<file path="config.mk">
export PLATFORM = sky130hd
export DESIGN_NAME = alu_share_arbiter
export DESIGN_NICKNAME = d
export VERILOG_FILES = /design/src/rtl/alu_share_arbiter.sv
export SDC_FILE = /design/constraint.sdc
export NUM_CORES = 1
export LEC_CHECK = 0
export BUFFER_PORTS_ARGS = -buffer_cell sky130_fd_sc_hd__buf_2
export CORE_MARGIN = 10
export CORE_UTILIZATION = 44
export DETAILED_ROUTE_END_ITERATION = 12
export PLACE_DENSITY_LB_ADDON = 0.3
export SYNTH_ARGS = -nofsm -noshare
export SYNTH_HDL_FRONTEND = slang
export SYNTH_SLANG_ARGS = --single-unit
</file>
<file path="constraint.sdc">
create_clock -name clk -period 3.4 [get_ports clk]
set_input_delay 0.34 -clock clk [delete_from_list [all_inputs] [get_ports clk]]
set_output_delay 0.34 -clock clk [all_outputs]
set_load 0.01 [all_outputs]
</file>
<file path="src/rtl/alu_share_arbiter.sv">
`default_nettype none
// ============================================================================
// Module   : alu_share_arbiter
// Purpose  : Round-robin sharing of one external add/sub ALU among N
//            requesters, with a tagged, back-pressured response channel.
//            Optional feature macro: ALU_ARB_STICKY_OVF_EN (sticky overflow).
// Revision : 1.0 - initial release
// ============================================================================
module alu_share_arbiter #(
  parameter  int W   = 8,
  parameter  int N   = 4,
  localparam int IDW = (N > 1) ? $clog2(N) : 1
) (
  input  logic           clk,
  input  logic           rst,
  input  logic [N-1:0]   req_valid,
  output logic [N-1:0]   req_ready,
  input  logic [N*W-1:0] req_a,
  input  logic [N*W-1:0] req_b,
  input  logic [N-1:0]   req_sub,
  input  logic [N-1:0]   req_signed,
  output logic [W-1:0]   alu_a,
  output logic [W-1:0]   alu_b,
  output logic           alu_sub,
  output logic           alu_signed,
  input  logic [W-1:0]   alu_y,
  input  logic [3:0]     alu_flags,
`ifdef ALU_ARB_STICKY_OVF_EN
  input  logic [N-1:0]   sticky_clr,
  output logic [N-1:0]   sticky_ovf,
`endif
  output logic           rsp_valid,
  input  logic           rsp_ready,
  output logic [IDW-1:0] rsp_id,
  output logic [W-1:0]   rsp_y,
  output logic [3:0]     rsp_flags
);

  typedef enum logic [1:0] {
    ST_IDLE = 2'd0,
    ST_EXEC = 2'd1,
    ST_RESP = 2'd2
  } state_t;

  // Overflow flag position inside {C, V, Z, N}.
  localparam int C_FLAG_V = 2;

  state_t         state_q,     state_d;
  logic [IDW-1:0] rr_ptr_q,    rr_ptr_d;
  logic [IDW-1:0] id_q,        id_d;
  logic [W-1:0]   a_q,         a_d;
  logic [W-1:0]   b_q,         b_d;
  logic           sub_q,       sub_d;
  logic           signed_q,    signed_d;
  logic [W-1:0]   rsp_y_q,     rsp_y_d;
  logic [3:0]     rsp_flags_q, rsp_flags_d;
  logic           ready_en_q,  ready_en_d;

  logic           w_grant_found;
  logic [IDW-1:0] w_grant_idx;
  logic [N-1:0]   w_grant_onehot;

  // First valid requester at or after rr_ptr, wrapping N-1 -> 0.
  always_comb begin
    int j;
    w_grant_found = 1'b0;
    w_grant_idx   = '0;
    for (int k = 0; k < N; k++) begin
      j = int'(rr_ptr_q) + k;
      if (j >= N) begin
        j = j - N;
      end
      if (!w_grant_found && req_valid[j]) begin
        w_grant_found = 1'b1;
        w_grant_idx   = IDW'(j);
      end
    end
  end

  always_comb begin
    w_grant_onehot              = '0;
    w_grant_onehot[w_grant_idx] = 1'b1;
  end

  // ready_en_q keeps req_ready low from reset until the first clock edge.
  assign req_ready = (state_q == ST_IDLE && ready_en_q && w_grant_found)
                     ? w_grant_onehot : '0;

  always_comb begin
    state_d     = state_q;
    rr_ptr_d    = rr_ptr_q;
    id_d        = id_q;
    a_d         = a_q;
    b_d         = b_q;
    sub_d       = sub_q;
    signed_d    = signed_q;
    rsp_y_d     = rsp_y_q;
    rsp_flags_d = rsp_flags_q;
    ready_en_d  = 1'b1;
    case (state_q)
      ST_IDLE: begin
        if (ready_en_q && w_grant_found) begin
          id_d     = w_grant_idx;
          a_d      = req_a[int'(w_grant_idx)*W +: W];
          b_d      = req_b[int'(w_grant_idx)*W +: W];
          sub_d    = req_sub[w_grant_idx];
          signed_d = req_signed[w_grant_idx];
          rr_ptr_d = (int'(w_grant_idx) == N-1) ? '0 : w_grant_idx + 1'b1;
          state_d  = ST_EXEC;
        end
      end
      ST_EXEC: begin
        rsp_y_d     = alu_y;
        rsp_flags_d = alu_flags;
        state_d     = ST_RESP;
      end
      ST_RESP: begin
        if (rsp_ready) begin
          state_d = ST_IDLE;
        end
      end
      default: state_d = ST_IDLE;
    endcase
  end

  always_ff @(posedge clk or posedge rst) begin
    if (rst) begin
      state_q     <= ST_IDLE;
      rr_ptr_q    <= '0;
      id_q        <= '0;
      a_q         <= '0;
      b_q         <= '0;
      sub_q       <= 1'b0;
      signed_q    <= 1'b0;
      rsp_y_q     <= '0;
      rsp_flags_q <= '0;
      ready_en_q  <= 1'b0;
    end else begin
      state_q     <= state_d;
      rr_ptr_q    <= rr_ptr_d;
      id_q        <= id_d;
      a_q         <= a_d;
      b_q         <= b_d;
      sub_q       <= sub_d;
      signed_q    <= signed_d;
      rsp_y_q     <= rsp_y_d;
      rsp_flags_q <= rsp_flags_d;
      ready_en_q  <= ready_en_d;
    end
  end

`ifdef ALU_ARB_STICKY_OVF_EN
  logic [N-1:0] sticky_ovf_q, sticky_ovf_d;

  // Clear is applied after set so that a same-cycle clear wins.
  always_comb begin
    sticky_ovf_d = sticky_ovf_q;
    if (state_q == ST_EXEC && alu_flags[C_FLAG_V]) begin
      sticky_ovf_d[id_q] = 1'b1;
    end
    sticky_ovf_d = sticky_ovf_d & ~sticky_clr;
  end

  always_ff @(posedge clk or posedge rst) begin
    if (rst) begin
      sticky_ovf_q <= '0;
    end else begin
      sticky_ovf_q <= sticky_ovf_d;
    end
  end

  assign sticky_ovf = sticky_ovf_q;
`endif

  assign alu_a      = a_q;
  assign alu_b      = b_q;
  assign alu_sub    = sub_q;
  assign alu_signed = signed_q;
  assign rsp_valid  = (state_q == ST_RESP);
  assign rsp_id     = id_q;
  assign rsp_y      = rsp_y_q;
  assign rsp_flags  = rsp_flags_q;

endmodule
`default_nettype wire

</file>
* Yosys cells after proc, flatten, opt, wreduce, memory -nomap -nowiden *
Cells that the tools add are included.

word-level totals
  bits in registers = 37
  bits of input ports = 91
  output and inout bits = 37
  word-level logic and storage cells = 83

operators by class
  add/subtract/negate cells = 8
  magnitude comparators = 10
  equality and inequality tests = 5
  shift operators = 2
  multiplexer cells = 35
  reduce and logical (&&, ||, !) cells = 13

operator list
  cell                 count
  $lt 32x4->1 const B  4
  $mux 32              4
  $shiftx 32x6->8      2
  $mux 1               15
  $mux 2               7
  $bmux 1 s2           6
  $sub 3x3->4 const B  3
  $ge 3x3->1 const B   3
  $logic_and 1x1->1    7
  $add 2x2->3 const B  2
  $pmux 2 s3           1
  $eq 2x1->1 const B   2
  $mux 4               1
  $ne 2x1->1 const B   2
  $reduce_and 2->1     2
  $sub 2x3->4 const B  1
  $add 2x1->3 const B  1
  $ge 2x3->1 const B   1
  $logic_not 1->1      3
  $lt 2x3->1 const B   1
  $add 2x1->2 const B  1
  $demux 1 s2          1
  $eq 2x2->1 const B   1
  $ge 2x1->1 const B   1
  $logic_not 2->1      1

* Longest topological paths before layout *
  depth in word-level cells = 20
  mapped depth = 7
  depth with buffers taken out = 6

* Worst setup path before layout *
Ideal clock, no wire load.

  kind = input -> output
  start point = input port req_valid[2]
  end point = output port req_ready[2]
  arrival time = 1.488 ns
  required time = 3.060 ns
  path slack = 1.572 ns
  cell stages on the path = 7
  buffers on the path = 1
  path through = nor2b_1 -> o21ai_0 -> o221a_2 -> clkbuf_1 -> inv_1 -> ha_1 -> and2_1

between the ends
  word-level cells in the longest chain between the ends = 18
  elaborated cells on any way between the ends = 33
  those cells by class = order compare (2); mux (23); reduce/logical (8)

RTL lines
  item                                                            RTL line  text
  from (decl)                                                     16        input logic [N-1:0] req_valid,
  $bmux 1 s2                                                      73        if (!w_grant_found && req_valid[j]) begin
  $mux 1 (not written as such) (2 in a row)                       73
  $mux 1                                                          73
  $logic_not 1->1                                                 73
  $logic_and 1x1->1                                               73
  $mux 1                                                          73
  $logic_not 1->1                                                 73
  $logic_and 1x1->1                                               73
  $mux 1                                                          73
  $logic_not 1->1                                                 73
  $logic_and 1x1->1                                               73
  $mux 2                                                          73
  $lt 2x3->1 (not written as such) or $ge 2x1->1 (tied branches)  82        w_grant_onehot[w_grant_idx] = 1'b1;
  $logic_and 1x1->1 (not written as such)                         82
  $mux 1 (not written as such)                                    82
  $demux 1 s2                                                     82
  $mux 4 (*)                                                      87        ? w_grant_onehot : '0;
  to (decl)                                                       17        output logic [N-1:0] req_ready,

Every way passes the cells marked *; elsewhere a longest branch is shown, timed or not. The select of a mux whose other input is x is not followed.

* Worst setup path in the final report *
  start point = register rr_ptr_q[0]
  end point = output port req_ready[2]

between the ends
  word-level cells in the longest chain between the ends = 20
  elaborated cells on any way between the ends = 48
  those cells by class = add/sub (7); order compare (6); mux (27); reduce/logical (8)

RTL lines
  item                                                                  RTL line  text
  from (decl)                                                           49        logic [IDW-1:0] rr_ptr_q, rr_ptr_d;
  from (signal assigned)                                                140       rr_ptr_q <= rr_ptr_d;
  parallel branches: the longest is 19 deep, another holds $sub 3x3->4  --
  $mux 4 (*)                                                            87

Mark *: on every way between the ends. The select of a mux whose other input is x is not followed.

==> impl_metrics.csv <==
group,metric,value,unit
critical_path,rr_worst_depth,6,
layout,fin_area,2770,sq um
placed_design,dp_cells,376,
layout,nets,423,
global_routing,grt_pass1_vias,2160,
layout,synthToLayoutAreaGrowth,36.1,%
placed_design,portBuffers,127,
critical_path,cp.arrival,2.44,ns
sta,tightest_slew,0.756,ns
synthesis,synth_cell_types,33,
synthesis,yosys_warnings,0,
route,finalWirelength,6330,um
synthesis,yosys.area.top_type,"dfrtp_1",
pwr,power.leakage,1.43,nW
layout,antenna_cells,0,
die,rows,24,
synthesis,synthTopCellsByArea,"dfrtp_1, mux2_2, a221oi_1",
synthesis,synth-edff-count,0,
synthesis,ys.flop_type,"dfrtp_1",
clock_network,path_clk_slew,0.07,ns
clock_network,cts_sinks,37,
clock_network,post_cts_buffers,0,
global_routing,gr-usage-all-layers,16.3,%
sta,hold_viol_final,0,
die,start_util,46.1,%
critical_path,required,3.06,ns
placed_design,dpl.hpwl,4990,um
route,post_drt_wl_per_cell,16.5,um
critical_path,crit_path_end_kind,"output pin",
critical_path,crit_type,"flop to output pin",
sta,finalCritPeriodShare,81.8,%
placed_design,place.gp.congestion,0.799,
die,die_w,88.0,um
clock_network,worst_skew_pair.late_latency,0.28,ns
route,drtAntennaViolNets,0,
pwr,ir_drop,338,uV
synthesis,syn_area,2030,sq um
sta,setup_violations,0,
clock_network,root_buffer,"clkbuf_8",
global_routing,grt_pass1_wl,10200,um
clock_network,cts_max_level,2,
global_routing,antenna_found_initial,0,
global_routing,grt_overflow,0,
critical_path,critical_path.max_fanout,31,
clock_network,numCtsBuffers,5,
sta,fin_crit,2.78,ns
route,num_vias,2050,
die,fp.dieH,88.0,um
layout,post-route-util,62.7,%
synthesis,syn_avg_cell_area,9.73,sq um
layout,layout.cells.non_filler,383,
synthesis,async_flop_share,100,%
die,ios,128,
job,max_cap_violations,0,
route,vias_per_cell,5.35,
synthesis,synth_cells,209,
die,die-area,7740,sq um
critical_path,reg2reg_to,"rr_ptr_q[1]",
sta,slew_viol_final,0,
sta,fin_skew,0.0118,ns
clock_network,cts_buffer_depth,2,
route,route.detailed.drc,0,
critical_path,rrSetupSlack,1.13,ns
placed_design,placed_cell_area,2680,sq um
layout,nFillCells,393,
synthesis,synth.most_common_cell,"dfrtp_1",
synthesis,synth_nets,301,
synthesis,synth_top_area_share,45.5,%
sta,tns,0,ns
die,core,4410,sq um
synthesis,ys_top_cells_by_count,"dfrtp_1, nor2_1, o21ai_0",
synthesis,synth-seq-area-share,45.5,%
pwr,power_density,764,nW/um^2
route,dr.pass1.iters,4,
outcome,status,"finished clean",
clock_network,cts_resized,0,
layout,drive_gt1_share,46.5,%
critical_path,startpoint_type,"flop",
global_routing,grt_max_degree,32,
critical_path,r2r-start,"rr_ptr_q[0]",
worst_hold_path,hold_class,"primary input to asynchronous set/reset pin",
route,first_iter_violations,100,
sta,rsz0062_at_grt,"false",
sta,max_freq,359,MHz
sta,slew_headroom,49.6,%
clock_network,cts_tree,"built",
clock_network,cts_hold_buf,0,
synthesis,synth_seq_cells,37,
==> cell families (layout without fill, tap and decap cells) <==
group	after synthesis	after routing	synth area share (%)
other	1	1	0.184
AOI/OAI and AO/OA	76	76	25.5
adders and majority gates	1	1	0.615
buffers and inverters	20	142	4.68
muxes	18	18	9.60
DFF	37	37	45.5
and+or+nand+nor	56	56	13.9
==> per-layer routing <==
metal	vias to the layer above	global-route usage (%)	part of all wire, %
met4	0	4.35	0.68
li1	1016	-	-
met3	5	8.54	14
met2	108	26.1	46
met1	921	18.8	39
met5	-	0	0
==> per-stage QoR <==
stage / total power, W / hold slack (ns) / setup slack (ns)
after global placement: 0.00181 / 0.469 / 0.901
after CTS: 0.00215 / 0.203 / 0.606
after floorplan: 0.00144 / 0.448 / 1.57
after global routing: 0.00230 / 0.253 / 0.409
final: 0.00211 / 0.171 / 0.618
after detailed placement: 0.00184 / 0.470 / 0.864
==> worst max-delay path, stage by stage (launching register included) <==
cell and delay, ns:
dfrtp_1 0.44, nor2b_1 0.20, a211o_1 0.63, nand2_1 0.23, inv_2 0.23, ha_1 0.17
and2_1 0.12, buf_2 0.13
==> how the worst max path moves through the flow <==
| stage | start | endpoint | slack [ns] | depth (start not counted) |
|---|---|---|---|---|
| floorplan | req_valid[2] | req_ready[2] | 1.57 | 7 |
| global placement | req_valid[2] | req_ready[1] | 0.90 | 7 |
| detailed placement | req_valid[2] | req_ready[3] | 0.86 | 7 |
| CTS | rr_ptr_q[0] | req_ready[2] | 0.61 | 7 |
| global route | rr_ptr_q[0] | req_ready[2] | 0.41 | 7 |
| finish | rr_ptr_q[0] | req_ready[2] | 0.62 | 7 |
==> layout make-up <==
| cell class | count | area, sq um | area share [%] |
|---|---|---|---|
| tap | 52 | 65.1 | 2.35 |
| inverter | 6 | 22.5 | 0.814 |
| multi-input combinational | 152 | 1020 | 36.7 |
| sequential | 37 | 926 | 33.5 |
| clock buffer | 7 | 86.3 | 3.12 |
| timing repair buffer | 129 | 651 | 23.5 |
==> layout by cell type (no fill, tap or decap), drive strengths merged, types with 6 or more instances in the layout <==
cell / instances
buf: 129
dfrtp: 37
o21ai: 21
nor2: 20
and3: 15
a21boi: 15
a221oi: 15
a21oi: 15
mux2: 12
nand2: 10
clkbuf: 7
mux2i: 6
inv: 6
==> where the power goes <==
part	switching, W	internal (W)	total (W)
combinational	0.000584	0.000456	0.00104
clock	0.000143	0.000161	0.000304
sequential	0.000114	0.000655	0.000769
==> flip-flops by register name, indices dropped and copies added, names as in the netlist <==
| register | count |
|---|---|
| rsp_y | 8 |
| rsp_flags | 4 |
| alu_a | 8 |
| rsp_id | 2 |
| ready_en_q | 1 |
| alu_sub | 1 |
| alu_b | 8 |
| alu_signed | 1 |
| rr_ptr_q | 2 |
| state_q | 2 |
Note: power is estimated with default switching activity, not from simulation.
